<file path="src/rtl/demux_1_to_n_stream.sv">
// Registered 1:N stream demux: one-entry holding register per lane, unicast or broadcast, 1-cycle latency.
// in_ready is combinational from out_ready/in_sel; a stalled lane only blocks words addressed to it.
module demux_1_to_n_stream #(
    parameter int DATA_W = 8,
    parameter int N_CH   = 8,
    parameter int SEL_W  = $clog2(N_CH)
) (
    input  logic                   clk,
    input  logic                   rst,
    input  logic [DATA_W-1:0]      in_data,
    input  logic [SEL_W-1:0]       in_sel,
    input  logic                   in_bcast,
    input  logic                   in_valid,
    output logic                   in_ready,
    output logic [N_CH*DATA_W-1:0] out_data,
    output logic [N_CH-1:0]        out_valid,
    input  logic [N_CH-1:0]        out_ready,
    output logic                   sel_err,
    output logic [15:0]            drop_cnt
);

    logic [DATA_W-1:0] buf_q [N_CH];
    logic [DATA_W-1:0] buf_d [N_CH];
    logic [N_CH-1:0]   v_q, v_d;
    logic [N_CH-1:0]   free;
    logic [N_CH-1:0]   load;
    logic              sel_ok;
    logic              accept;
    logic              drop;
    logic              sel_err_q;
    logic [15:0]       drop_cnt_q, drop_cnt_d;

    // With a power-of-two lane count every select value names a real lane.
    if (N_CH == (1 << SEL_W)) begin : g_sel_full
        assign sel_ok = 1'b1;
    end else begin : g_sel_part
        assign sel_ok = (in_sel < SEL_W'(N_CH));
    end

    assign free = ~v_q | out_ready;

    always_comb begin
        in_ready = 1'b1;
        if (in_bcast) begin
            in_ready = &free;
        end else if (sel_ok) begin
            in_ready = free[in_sel];
        end
    end

    assign accept = in_valid & in_ready;
    assign drop   = accept & ~in_bcast & ~sel_ok;

    for (genvar i = 0; i < N_CH; i++) begin : g_lane
        assign load[i] = accept & (in_bcast | (sel_ok & (in_sel == SEL_W'(i))));
        assign out_data[i*DATA_W +: DATA_W] = v_q[i] ? buf_q[i] : '0;
    end

    always_comb begin
        v_d   = v_q;
        buf_d = buf_q;
        for (int i = 0; i < N_CH; i++) begin
            if (load[i]) begin
                buf_d[i] = in_data;
                v_d[i]   = 1'b1;
            end else if (v_q[i] && out_ready[i]) begin
                v_d[i]   = 1'b0;
            end
        end
    end

    always_comb begin
        drop_cnt_d = drop_cnt_q;
        if (drop && (drop_cnt_q != 16'hFFFF)) begin
            drop_cnt_d = drop_cnt_q + 16'd1;
        end
    end

    always_ff @(posedge clk or posedge rst) begin
        if (rst) begin
            v_q        <= '0;
            sel_err_q  <= 1'b0;
            drop_cnt_q <= '0;
            for (int i = 0; i < N_CH; i++) begin
                buf_q[i] <= '0;
            end
        end else begin
            v_q        <= v_d;
            buf_q      <= buf_d;
            sel_err_q  <= drop;
            drop_cnt_q <= drop_cnt_d;
        end
    end

    assign out_valid = v_q;
    assign sel_err   = sel_err_q;
    assign drop_cnt  = drop_cnt_q;

endmodule

</file>
<file path="config.mk">
export PLATFORM = sky130hd
export DESIGN_NAME = demux_1_to_n_stream
export DESIGN_NICKNAME = d
export VERILOG_FILES = /design/src/rtl/demux_1_to_n_stream.sv
export SDC_FILE = /design/constraint.sdc
export NUM_CORES = 1
export LEC_CHECK = 0
export ABC_AREA = 1
export CORE_ASPECT_RATIO = 1.5
export CORE_UTILIZATION = 40
export DETAILED_ROUTE_END_ITERATION = 8
export PLACE_DENSITY = 0.83
export SETUP_SLACK_MARGIN = 0.02
export SLEW_MARGIN = 10
export SYNTH_ARGS = -nofsm -noshare
export SYNTH_HDL_FRONTEND = slang
export SYNTH_SLANG_ARGS = --single-unit
</file>
<file path="constraint.sdc">
create_clock -name clk -period 2.2 [get_ports clk]
set_clock_uncertainty 0.1 [all_clocks]
set_input_delay 0.22 -clock clk [delete_from_list [all_inputs] [get_ports clk]]
set_output_delay 0.22 -clock clk [all_outputs]
set_load 0.01 [all_outputs]
</file>
## Word-level counts from Yosys, hierarchy flattened

Index checks and enable logic that the tools add are counted.

| word-level totals | value |
|---|---|
| register bits | 72 |
| latch bits | 0 |
| memory bits (writable) | 0 |
| memory bits (read-only) | 0 |
| bits of input ports | 23 |
| output and inout bits | 90 |
| word-level logic and storage cells | 88 |
| memories kept | 0 |

| operators by class | value |
|---|---|
| add/subtract/negate cells | 0 |
| multiply operators | 0 |
| divide/modulo/power cells | 0 |
| order comparisons | 1 |
| equal/unequal tests | 7 |
| shift operators | 0 |
| muxes and demuxes | 27 |
| bitwise operators | 19 |
| reductions and logical operators | 18 |

Operators with widths:

| kind | number |
|---|---|
| two-way mux 8 bit | 8 |
| two-way mux 1 bit | 18 |
| nonzero test 2 bit | 8 |
| equality test 3 bit, second input constant | 4 |
| bitwise AND 1 bit | 9 |
| logical AND 1 bit | 8 |
| NOT 8 bit | 1 |
| bitwise OR 1 bit | 8 |
| bitwise OR 8 bit | 1 |
| AND reduction 8 bit | 1 |
| equality test 3 x 2 -> 1 bit, second input constant | 2 |
| < comparator 3 x 4 -> 1 bit, second input constant | 1 |
| binary-select mux 1 bit (select 3 bit) | 1 |
| equality test 3 x 1 -> 1 bit, second input constant | 1 |
| logical NOT 3 bit | 1 |

## Depth between registers and ports, before layout

| logic depth | value |
|---|---|
| word-level depth | 8 |
| depth in mapped cells | 12 |
| depth with buffers taken out | 10 |

## Least setup slack after synthesis

No wires, ideal clock.

| path | value |
|---|---|
| path type | reg2reg |
| start point | register v_q[7], in the netlist out_valid[7] |
| end point | register buf_q[28] in the netlist's numbering |
| setup time | 0.120 ns |
| arrival time | 1.489 ns |
| data required time | 1.980 ns |
| path slack | 0.491 ns |
| stages on the path, launching flop included | 8 |
| buffers on the path | 1 |
| clock period less this slack | 1.709 ns |
| cells stage by stage | dfrtp_1 buf_2 nand2_2 nand4_1 o21ai_4 nand4_2 nand2_1 nand2_1 |

| between the ends | value |
|---|---|
| cells in the longest elaborated chain, start to end | 7 |
| elaborated cells on any way between the ends | 8 |
| those cells by class | 3 x mux; 4 x bitwise; 1 x reduce/logical |

Ends and longest elaborated chain:

| element | RTL line | RTL |
|---|---|---|
| from (decl) | 24 | `logic [N_CH-1:0] v_q, v_d;` |
| from (signal assigned) | 88 | `v_q <= v_d;` |
| NOT 8 bit * | 40 | `assign free = ~v_q \| out_ready;` |
| bitwise OR 8 bit * | 40 |  |
| binary-select mux 1 bit (select 3 bit) | 47 | `in_ready = free[in_sel];` |
| two-way mux 1 bit (implied by the code) | 47 |  |
| two-way mux 1 bit * | 44 | `if (in_bcast) begin` |
| bitwise AND 1 bit * | 51 | `assign accept = in_valid & in_ready;` |
| bitwise AND 1 bit * | 55 | `assign load[i] = accept & (in_bcast \| (sel_ok & (in_sel == SEL_W'(i))));` |
| to (signal assigned) | 89 | `buf_q <= buf_d;` |
| to (decl) | 22 | `logic [DATA_W-1:0] buf_q [N_CH];` |

Every way passes the cells marked *; elsewhere a longest branch is shown, timed or not. The select of a mux whose other input is x is not followed.
A chain may end at the register's enable or synchronous reset.

## Worst setup path after layout

| path | value |
|---|---|
| start point | input in_sel[1] |
| end point | output in_ready |

| between the ends | value |
|---|---|
| cells in the longest elaborated chain, start to end | 3 |

Ends and longest elaborated chain:

| element | RTL line | RTL |
|---|---|---|
| from (decl) | 11 | `input logic [SEL_W-1:0] in_sel,` |
| binary-select mux 1 bit (select 3 bit) | 47 |  |
| two-way mux 1 bit (implied by the code) | 47 |  |
| two-way mux 1 bit | 44 |  |
| to (decl) | 14 | `output logic in_ready,` |

Every way passes these cells. The select of a mux whose other input is x is not followed.

==> impl_summary.txt <==
----------------------------------------------------
[Clock tree]
  Number of sinks driven by the clock tree ... 72
  Clock transition at the registers of the reported paths ... 60 ps
  Worst skew pair latency ... 340 ps
  CTS tree ... built
  Maximum buffer depth of the clock tree ... 2
  TritonCTS buffer count ... 9
  Clk Tree Root Cell ... clkbuf_16
  # H-tree levels ... 3

[Finish]
  Final standard cell area without fillers ... 5300 µm²
  Fraction of final layout cells sized beyond drive strength 1 ... 10.0%
  Ant. Diodes ... 0
  Core utilization of the finished layout ... 56.6%
  Synthesis-to-finish area growth ... 35.8%
  Final Net Count ... 647
  Final non-filler cell total ... 741
  Commonest cells after routing, fill and taps aside ... 214 x nand2_1, 93 x clkdlybuf4s50_1, 79 x inv_1, 72 x dfrtp_1, 67 x nand4_1
  Most common cell after layout, fill and taps aside ... nand2_1

[Setup path]
  Worst-path fanout max ... 3
  End of the worst register-to-register path ... buf_q[17]
  Worst endpoint data arrival time ... 1680 ps
  Kind of capture point of the worst setup path ... output port
  Reg2Reg Setup Slack ... 340 ps
  Element type at the critical path start ... input port
  Length in cells of the worst reg-to-reg path ... 9
  Crit Path Category ... input port to output port
  Worst flop-to-flop path startpoint ... out_valid[4]
  Required arrival time at the worst endpoint ... 1880 ps

[Pwr]
  Combinational cell fraction of total power ... 27.5%
  Clock network fraction of total power ... 33.0%
  Sequential Power Share ... 39.5%
  Net switching share of the total power ... 30.5%
  Psw ... 1.41 mW
  Leakage power ... 3.08 nW
  Power density over cell area ... 875 nW/µm²
  Internal Power ... 3.23 mW
  Worst vdd rail ir drop ... 0.500 mV

[Floorplanning]
  Die height ... 123 µm
  Area inside the core boundary ... 9360 µm²
  Area enclosed by the die boundary ... 10,200 µm²
  Starting density of the core ... 41.7%
  Number of core rows ... 43
  Top-Level Pins ... 113
  Die X-Extent ... 82.7 µm

[Synthesis]
  Average size of a mapped cell ... 7.49 µm²
  Sequential share of the synthesized area ... 46.2%
  Count of synthesis-stage warnings from yosys ... 0
  Combined area of all synthesized cells ... 3900 µm²
  Synthesized instance count ... 521
  Flop and latch count out of synthesis ... 72
  Post-synth top area share ... 46.2%
  Yosys top cell by area ... dfrtp_1
  Cell types with the largest area share after synthesis ... dfrtp_1 46%, nand2_1 21%, nand4_1 11%
  Netlist cell types ... 21

[Detailed routing]
  Met2 Wirelength ... 5240 µm
  ANT nets after route ... 0
  Top layer reached by signal wires ... met4
  Iteration count of the initial detailed-routing pass ... 5
  Per-cell via count in the routed design ... 5.04
  Detailed-route wire length per cell ... 14.1 µm
  Final routed wirelength across all metal layers ... 10,400 µm
  Number of design rule violations left after detail routing ... 0
  Met3 WL ... 670 µm
  Vias ... 3,734
  Number of DRC markers after the initial detailed-route iteration ... 380
  Metal-1 WL ... 4060 µm

[Place]
  Half-perimeter wire length of the detailed placement result ... 7470 µm
  Post-DP Area ... 4980 µm²
  Weighted congestion reported at the end of routability-driven placement ... 0.932
  Placed Cells incl. Taps ... 725
  Number of buffers inserted by port buffering ... 95

[STA]
  Final-layout worst hold slack ... 182 ps
  Count of final max-slew check failures ... 0
  Count of final setup violators ... 0
  Post-route fraction of the period consumed by the critical path ... 90.8%
  Slew at the pin with the worst max-slew slack ... 548 ps
  Total Negative Setup Slacks ... 0 ps
  Minimum period implied by the final worst setup slack ... 2000 ps
  Setup repair after global routing missed its margin ... false
  Worst rel slew slack ... 63.3%
  Fin. Hold Viols ... 0
  Achievable frequency ... 501 MHz

[Global route]
  Largest net degree at the start of global routing ... 73
  Initial antenna violation count ... 0
  Total grt overflow ... 0
  Total Routing Usage GR ... 22.3%
  Vias in the first global route ... 3,501
  Global-route wire length before repair ... 16,900 µm

[Run]
  Max_cap viols ... 0

[Min path]
  Path type of the worst min-delay path ... input port to asynchronous set/reset pin

[Run status]
  Outcome ... complete, no violations

----------------------------------------------------
## cells in the mapped netlist, drive strengths merged
master / n
nand3: 3
buf: 41
conb: 1
nor2: 11
nand2: 216
inv: 82
clkbuf: 8
o21ai: 9
nor3: 1
nand4: 75
dfrtp: 72
a21oi: 2
## layout make-up
class                   count  area [µm²]
fillers                   882        4060
flip-flops and latches     72        1800
multi-input cells         334        1540
repair buffers            125        1190
inverters                  82         308
clock buffers              14         284
well taps                 112         140
clock inverters             2        35.0
## timing repair
action                     4_1_cts  5_1_grt
setup endpoints to repair        1        0
setup buffers                    0        0
resized for setup                1        0
hold buffers                     0        0
## critical path: stages
cell and delay (ps):
clkdlybuf4s50_1 520, inv_1 70, nor2_1 200, nand2_1 90
nand3_1 100, nand2_1 60, nand2_1 70, nand2_2 70
dlygate4sd2_1 290
## registers in the layout, summed over array words and instances, names as in the netlist
| register | flops |
|---|---|
| buf_q | 64 |
| out_valid | 8 |
## through the flow
stage                     setup slack, ps  power, mW
after detailed placement            -37.9       3.13
after global routing                 38.3       4.90
final                                 203       4.64
after floorplan                      55.1       2.57
after CTS                             210       4.66
after global placement              -18.0       3.08
## worst max-delay path by stage
stage                         start  endpoint  slack [ps]  depth (start not counted)
after floorplan                 rst  buf_q[0]          60                          1
after global placement    in_sel[1]  in_ready         -20                         10
after detailed placement  in_sel[1]  in_ready         -40                         10
after CTS                 in_sel[1]  in_ready         210                         10
after global routing      in_sel[1]  in_ready          40                         10
final                     in_sel[1]  in_ready         200                          9
## layer usage
metal	vias to the layer above	global-route usage, %
met2	151	36.3
met3	34	4.50
met4	0	13.1
li1	1802	-
met1	1747	26.7
met5	-	0
## power groups by stage
stage	registers [mW]	logic, mW	clock network [mW]
final	1.83	1.28	1.53
after global routing	1.86	1.42	1.61
after CTS	1.83	1.29	1.54
after detailed placement	1.85	1.28	0
after global placement	1.84	1.24	0
after floorplan	1.80	0.772	0
## cells by family after synthesis
| kind of cell | share of synthesized area, % |
|---|---|
| simple gates | 35.8 |
| buf+inv | 16.0 |
| flops | 46.2 |
| compound gates | 1.89 |
| other cells | 0.0961 |
No activity file was read; power rests on OpenSTA's default activity.
